[src/rtl/gen_layer_sequencer.sv]
// Walks the generator's layer engines in order: start pulse, wait for done, guarded by a watchdog.
// Reports run completion on a valid/ready pair; abort drains the in-flight layer before going idle.
module gen_layer_sequencer #(
    parameter int NUM_LAYERS     = 4,
    parameter int IDX_W          = 2,
    parameter int TIMEOUT_CYCLES = 70000,
    parameter int CNT_W          = 24
) (
    input  logic                  clk,
    input  logic                  rst,
    input  logic                  req,
    output logic                  req_ready,
    input  logic                  abort,
    input  logic                  clear_err,
    output logic [NUM_LAYERS-1:0] layer_start,
    input  logic [NUM_LAYERS-1:0] layer_done,
    output logic [IDX_W-1:0]      cur_layer,
    output logic                  busy,
    output logic                  out_valid,
    input  logic                  out_ready,
    output logic [CNT_W-1:0]      run_cycles,
    output logic                  error,
    output logic [IDX_W-1:0]      err_layer
);
    typedef enum logic [2:0] {S_IDLE, S_ISSUE, S_WAIT, S_HOLD, S_ERROR, S_DRAIN} state_t;

    localparam logic [CNT_W-1:0] WD_LAST  = CNT_W'(TIMEOUT_CYCLES - 1);
    localparam logic [IDX_W-1:0] LAST_IDX = IDX_W'(NUM_LAYERS - 1);

    state_t           state, state_nxt;
    logic [CNT_W-1:0] wdog, run_cnt;
    logic [IDX_W-1:0] cur, err_l;
    logic             cur_done, timeout;

    assign cur_done = layer_done[cur];
    // Fires on the edge where the watchdog would reach TIMEOUT_CYCLES-1, so the
    // layer gets exactly TIMEOUT_CYCLES cycles from its start pulse.
    assign timeout  = (wdog + CNT_W'(1)) == WD_LAST;

    always_ff @(posedge clk or posedge rst) begin
        if (rst) state <= S_IDLE;
        else     state <= state_nxt;
    end

    always_comb begin
        state_nxt = state;
        case (state)
            S_IDLE:  if (req) state_nxt = S_ISSUE;
            S_ISSUE: state_nxt = abort ? S_DRAIN : S_WAIT;
            S_WAIT: begin
                if (abort)         state_nxt = S_DRAIN;
                else if (cur_done) state_nxt = (cur == LAST_IDX) ? S_HOLD : S_ISSUE;
                else if (timeout)  state_nxt = S_ERROR;
            end
            S_HOLD:  if (abort || out_ready) state_nxt = S_IDLE;
            S_ERROR: if (abort || clear_err) state_nxt = S_IDLE;
            S_DRAIN: if (cur_done || timeout) state_nxt = S_IDLE;
            default: state_nxt = S_IDLE;
        endcase
    end

    always_ff @(posedge clk or posedge rst) begin
        if (rst) begin
            wdog    <= '0;
            run_cnt <= '0;
            cur     <= '0;
            err_l   <= '0;
        end else begin
            case (state)
                S_IDLE: if (req) begin
                    cur     <= '0;
                    run_cnt <= '0;
                end
                S_ISSUE: begin
                    wdog <= '0;
                    if (run_cnt != '1) run_cnt <= run_cnt + CNT_W'(1);
                end
                S_WAIT: begin
                    wdog <= wdog + CNT_W'(1);
                    if (run_cnt != '1) run_cnt <= run_cnt + CNT_W'(1);
                    if (state_nxt == S_ISSUE) cur   <= cur + IDX_W'(1);
                    if (state_nxt == S_ERROR) err_l <= cur;
                end
                S_DRAIN: wdog <= wdog + CNT_W'(1);
                default: ;
            endcase
        end
    end

    always_comb begin
        layer_start = '0;
        if (state == S_ISSUE) layer_start[cur] = 1'b1;
        req_ready = (state == S_IDLE);
        busy      = (state == S_ISSUE) || (state == S_WAIT) || (state == S_DRAIN);
        out_valid = (state == S_HOLD);
        error     = (state == S_ERROR);
    end

    assign cur_layer  = cur;
    assign run_cycles = run_cnt;
    assign err_layer  = err_l;
endmodule

[config.mk]
export PLATFORM = sky130hd
export DESIGN_NAME = gen_layer_sequencer
export DESIGN_NICKNAME = d
export VERILOG_FILES = /design/src/rtl/gen_layer_sequencer.sv
export SDC_FILE = /design/constraint.sdc
export NUM_CORES = 1
export LEC_CHECK = 0
export CAP_MARGIN = 20
export CORE_MARGIN = 4
export CORE_UTILIZATION = 35
export DETAILED_ROUTE_END_ITERATION = 6
export MAX_ROUTING_LAYER = met4
export PLACE_DENSITY = 0.65
export RECOVER_POWER = 100
export REMOVE_ABC_BUFFERS = 1
export SYNTH_ARGS = -nofsm -noshare
export SYNTH_HDL_FRONTEND = slang
export SYNTH_SLANG_ARGS = --single-unit
[constraint.sdc]
create_clock -name clk -period 3.45 [get_ports clk]
set_input_delay 0.345 -clock clk [delete_from_list [all_inputs] [get_ports clk]]
set_output_delay 0.345 -clock clk [all_outputs]
set_load 0.005 [all_outputs]
Yosys cells after proc, flatten, opt, wreduce, memory -nomap -nowiden
Cells that the tools add are included.
{"block": "classes", "n_reduce_logical": 15, "order_cmp": 2, "addsub": 3, "mux": 22, "n_eq_ne": 13}
{"operator": "one-hot mux 24 bit (2 select lines)", "count": 2}
{"operator": "adder 24 x 1 -> 24 bit (second input constant)", "count": 2}
{"operator": "2-to-1 mux 24 bit", "count": 2}
{"operator": "== test 24 x 17 -> 1 bit (second input constant)", "count": 1}
{"operator": "2-to-1 mux 3 bit", "count": 8}
{"operator": "!= test 24 bit (second input constant)", "count": 1}
{"operator": "one-hot mux 3 bit (6 select lines)", "count": 1}
{"operator": "== test 3 bit (second input constant)", "count": 3}
{"operator": "== test 3 x 1 -> 1 bit (second input constant)", "count": 2}
{"operator": "== test 3 x 2 -> 1 bit (second input constant)", "count": 2}
{"operator": "2-to-1 mux 2 bit", "count": 3}
{"operator": "AND reduction 3 bit", "count": 2}
{"operator": "nonzero test 2 bit", "count": 3}
{"operator": "logical OR 1 bit", "count": 5}
{"operator": "2-to-1 mux 4 bit", "count": 1}
{"operator": "!= test 2 bit (second input constant)", "count": 2}
{"operator": "one-hot mux 2 bit (2 select lines)", "count": 1}
{"operator": "OR reduction 2 bit", "count": 2}
{"operator": "logical NOT 3 bit", "count": 1}
{"operator": "< comparator 2 x 3 -> 1 bit (second input constant)", "count": 1}
{"operator": "adder 2 x 1 -> 2 bit (second input constant)", "count": 1}
{"operator": "binary-select mux 1 bit (select 2 bit)", "count": 1}
{"operator": "demux 1 bit (select 2 bit)", "count": 1}
{"operator": "== test 2 bit (second input constant)", "count": 1}
{"operator": "other kinds (5)", "count": 6}
{"block": "word_totals", "elab_cells": 60, "out_inout_bits": 36, "register_bits": 55}

Logic depth before layout (Yosys ltp)
{"block": "logic_depth", "depth_word": 9, "ltp_mapped": 9, "depth_no_buf": 8}

Worst setup path before layout
Ideal clock, no wire load.
{"block": "synth_timing", "path_kind": "register to register", "start": "register wdog[0]", "end": "register err_l[0], in the netlist err_layer[0]", "arrival_time_ps": 2298, "path_stages_with_launch": 9, "path_slack_ps": 1024, "setup_time_ps": 128, "n_path_buf": 0, "path_cell_list": "dfrtp_1 > ha_1 > nand3_1 > nor4_1 > xnor2_1 > and3_2 > nand4_2 > nor4_2 > mux2_1"}
{"block": "synth_via", "elab_chain_cells": 8, "word_cells_on_any_way": 10}
{"element": "start, declared", "line": "31", "text": "logic [CNT_W-1:0] wdog, run_cnt;"}
{"element": "start signal, assigned", "line": "79", "text": "wdog <= wdog + CNT_W'(1);"}
{"element": "start signal, assigned", "line": "84", "text": "S_DRAIN: wdog <= wdog + CNT_W'(1);"}
{"element": "adder 24 x 1 -> 24 bit (*)", "line": "38", "text": "assign timeout = (wdog + CNT_W'(1)) == WD_LAST;"}
{"element": "== test 24 x 17 -> 1 bit (*)", "line": "38"}
{"element": "2-to-1 mux 3 bit", "line": "53", "text": "else if (timeout) state_nxt = S_ERROR;"}
{"element": "2-to-1 mux 3 bit", "line": "52", "text": "else if (cur_done) state_nxt = (cur == LAST_IDX) ? S_HOLD : S_ISSUE;"}
{"element": "2-to-1 mux 3 bit", "line": "51", "text": "if (abort) state_nxt = S_DRAIN;"}
{"element": "one-hot mux 3 bit (6 select lines) (*)", "line": "47", "text": "case (state)"}
{"element": "== test 3 bit (*)", "line": "82", "text": "if (state_nxt == S_ERROR) err_l <= cur;"}
{"element": "AND reduction 2 bit (no line) (*)"}
{"element": "end signal, assigned", "line": "82"}
{"element": "end, declared", "line": "32", "text": "logic [IDX_W-1:0] cur, err_l;"}
Mark *: on every way between the ends. The rest lies on a longest branch, timed or not.
A chain may end at the register's enable or synchronous reset.

Worst setup path after layout
{"block": "layout_timing", "start": "register wdog[1]", "end": "register err_l[1], in the netlist err_layer[1]"}
Same word-level chain as after synthesis.

==> metrics.sh <==
ANTENNA_CELLS_INSERTED=0
POWER.IR.VDD_WORST_mV=0.2029
FINAL_CELL_AREA_UM2=4179
POSTSYNTH.ASYNCRESETSHARE_PCT=100.0
SYNTH.YOSYS.SEQ_AREA_SHARE_PCT=38.69
CTS.HTREE.LEVELS=2
CRITICALPATHCATEGORY='flip-flop to flip-flop'
INITIAL_UTILIZATION_PCT=36.23
GRT_SETUP_UNREPAIRED='no'
TIGHTEST_SLEW_PS=1541
R2R_CELLS=8
FLOORPLAN.ROWS=36
CLOCK_TREE.BUFFER_DEPTH=2
POST_CTS_BUFFERS=0
SETUP_WS_PS=554.0
VIAS_PER_CELL=5.447
FIRST_ITER_VIOLATIONS=214
SYNTHDOMINANTCELLAREASHARE_PCT=38.69
VIOLATIONS='capacitance limit, slew limit'
SETUP.WORST_PATH.START_CLASS='flip-flop'
DIE_H_UM=108.8
SYNTH_TOP_AREA_CELL='sky130_fd_sc_hd__dfrtp_1'
CORE-AREA_UM2=9819
POST_SYNTH_NUM_CELL_TYPES=59
ANT_NETS=0
HOLD_BUF_CTS=0
AVGSYNTHCELLAREA_UM2=8.634
HPWL_MM=6.260
DRT_DRC_VIOLATIONS_LEFT=0
DETAIL_ROUTE.WL_PER_CELL_UM=14.71
CRIT_FANOUT=9
FP.DIEW_UM=108.8
DPL_WORST_SLACK_PS=658.6
UTILIZATION_OF_THE_CORE_AFTER_ROUTING_PCT=42.56
FINALSETUPVIOLATIONS=0
SYN-CELL-AREA_UM2=3557
CP-END-KIND='flip-flop'
CLOCK-SINKS=55
FLOORPLAN.IO_PINS=46
NFILLCELLS=1008
POSTSYNTHCELLCOUNT=412
ROUTED-VIA-COUNT=3181
WORST_R2R_ENDPOINT='err_layer[1]$_DFFE_PP0P_'
YS_TOP_CELLS_BY_COUNT='55 x sky130_fd_sc_hd__dfrtp_1, 55 x sky130_fd_sc_hd__nor2_1, 42 x sky130_fd_sc_hd__nand2_1'
CELLPOWERDENSITY_nW_PER_UM2=443.7
DETAIL_ROUTE.WIRELENGTH_MM=8.590
GRT_MAX_DEGREE=35
CRITICAL_PATH_REQUIRED_PS=3640
SETUP_TNS_PS=0
TOTAL_LEAKAGE_POWER_nW=1.730
CLOCK_LATENCY_LATE_SINK_PS=310
CLOCK_TREE.ROOT_CELL='sky130_fd_sc_hd__clkbuf_8'
HOLDCRITPATHCLASS='flip-flop to flip-flop'
SYNTHTOPCELLSBYAREA='sky130_fd_sc_hd__dfrtp_1 39%, sky130_fd_sc_hd__nor2_1 5.8%, sky130_fd_sc_hd__o21ai_0 5.8%, sky130_fd_sc_hd__nand2_1 4.4%, sky130_fd_sc_hd__nand3_1 3.4%'
CLOCK_SLEW_SEEN_BY_THE_REGISTERS_OF_THE_WORST_SETUP_AND_HOLD_PATHS_PS=100
GR-TOTAL-OVERFLOW=0
TRITONCTS.NUM_BUFFERS=5
NUMBER_OF_ENABLE_FLIP_FLOP_CELLS_AFTER_SYNTHESIS=0
REG2REG_SLACK_PS=550
GRTUSAGETOTAL_PCT=15.64
FP.DIEAREA_UM2=11840
FMAX_MHz=345.3
AREA.GROWTH.SYNTH_TO_FINAL_PCT=17.48
CLOCK_SKEW_PS=12.82
WORSTREG2REGSTART='wdog[1]$_DFFE_PP0P_'
CTS_TREE='built'
PERIOD_SHARE_PCT=83.94
GRT_ANTENNA_BEFORE_REPAIR=0
POST_DP_CELL_AREA_UM2=4093
SYNTH-SEQ-CELLS=55
CRIT_PATH_END='err_layer[1]$_DFFE_PP0P_'
SYNTH_WARNINGS=0
GRT_FIRST_PASS_WIRELENGTH_MM=14.78
CTSRESIZECOUNT=0
FINAL_NET_COUNT=467
FIRST_GLOBAL_VIAS=3117
SYNTH-MAIN-FF-CELL='sky130_fd_sc_hd__dfrtp_1'
CRITPATHLAUNCH='wdog[1]$_DFFE_PP0P_'
IO_BUFFERS=45
PERIOD_MINUS_SLACK_PS=2896
OUTCOME='finished with violations'
HOLD_VIOL=0
DRV.MAX_CAP_VIOLATION_COUNT=1
DRIVE_GT1_SHARE_PCT=7.095
SLEW_HEADROOM_PCT=-2.764
DETAIL_ROUTE.FIRST_PASS.ITERATIONS=4
GP_CONGESTION=0.8591
CP_DATA_ARRIVAL_TIME_PS=3090
SLEW_VIOLATIONS=35
per-stage QoR:
stage          std cells  power [W]  hold slack, ps
2_1_floorplan        392   0.001159           482.8
3_3_place_gp         576   0.001439           507.2
3_5_place_dp         576   0.001454           484.3
4_1_cts              584   0.001907           393.8
5_1_grt              584   0.001989           521.4
6_report             584   0.001854           501.2
critical path, cell delays in order, from the launching register on:
cell and delay, ps:
sky130_fd_sc_hd__dfrtp_1 460, sky130_fd_sc_hd__ha_1 260, sky130_fd_sc_hd__nand3_1 290, sky130_fd_sc_hd__nor4_1 400, sky130_fd_sc_hd__xnor2_1 160, sky130_fd_sc_hd__and3_2 180
sky130_fd_sc_hd__nand4_1 170, sky130_fd_sc_hd__nor4_1 480, sky130_fd_sc_hd__mux2_1 370
cell families (layout without fill, tap and decap cells):
logic type	Yosys count	after routing	synth area share, %
simple gates	201	201	30.11
compound gates	93	93	16.88
buf+inv	29	68	4.608
mux	4	4	1.583
xor+xnor	23	23	5.663
fa+ha+maj	7	7	2.462
flops	55	55	38.69
power breakdown:
part	total, W	switching [W]	internal (W)
registers	0.000780	0.0000913	0.000688
logic	0.000628	0.000385	0.000242
clock network	0.000447	0.000227	0.000221
total	0.00185	0.000703	0.00115
cell usage in the layout, fill, tap and decap left out, drive strengths merged, types with 11 or more instances in the layout:
cell type / instances
a21oi: 11
dfrtp: 55
dlygate4sd3: 36
nand2: 42
nand3: 24
nand4: 18
nor2: 56
nor3: 12
o21ai: 41
xnor2: 12
xor2: 11
metal layers:
layer  wire, um  track usage (%)
met5          0                -
met1       3938            19.48
met3        356            2.368
met4        101            4.418
met2       4193            26.48
flip-flops by register name, summed over array words and instances, names as in the netlist:
register    cells
state           3
err_layer       2
cur_layer       2
wdog           24
run_cycles     24
worst min-delay path by stage:
stage | start | endpoint | slack, ps | cells after the start
CTS | rst | run_cycles[13]$_DFFE_PP0P_ | 390 | 2
global route | err_layer[0]$_DFFE_PP0P_ | err_layer[0]$_DFFE_PP0P_ | 520 | 1
global placement | err_layer[0]$_DFFE_PP0P_ | err_layer[0]$_DFFE_PP0P_ | 510 | 1
finish | err_layer[0]$_DFFE_PP0P_ | err_layer[0]$_DFFE_PP0P_ | 500 | 1
floorplan | err_layer[0]$_DFFE_PP0P_ | err_layer[0]$_DFFE_PP0P_ | 480 | 1
detailed placement | err_layer[0]$_DFFE_PP0P_ | err_layer[0]$_DFFE_PP0P_ | 480 | 1
cell type report:
class | instances | area (um^2) | area share, %
well taps | 133 | 166.4 | 3.982
clock buffers | 5 | 68.82 | 1.647
repair buffers | 51 | 483.0 | 11.56
flip-flops and latches | 55 | 1376 | 32.93
clock inverters | 3 | 47.55 | 1.138
multi-input cells | 328 | 2003 | 47.93
inverters | 9 | 33.78 | 0.8084
Power figures use the tool's default switching activity.
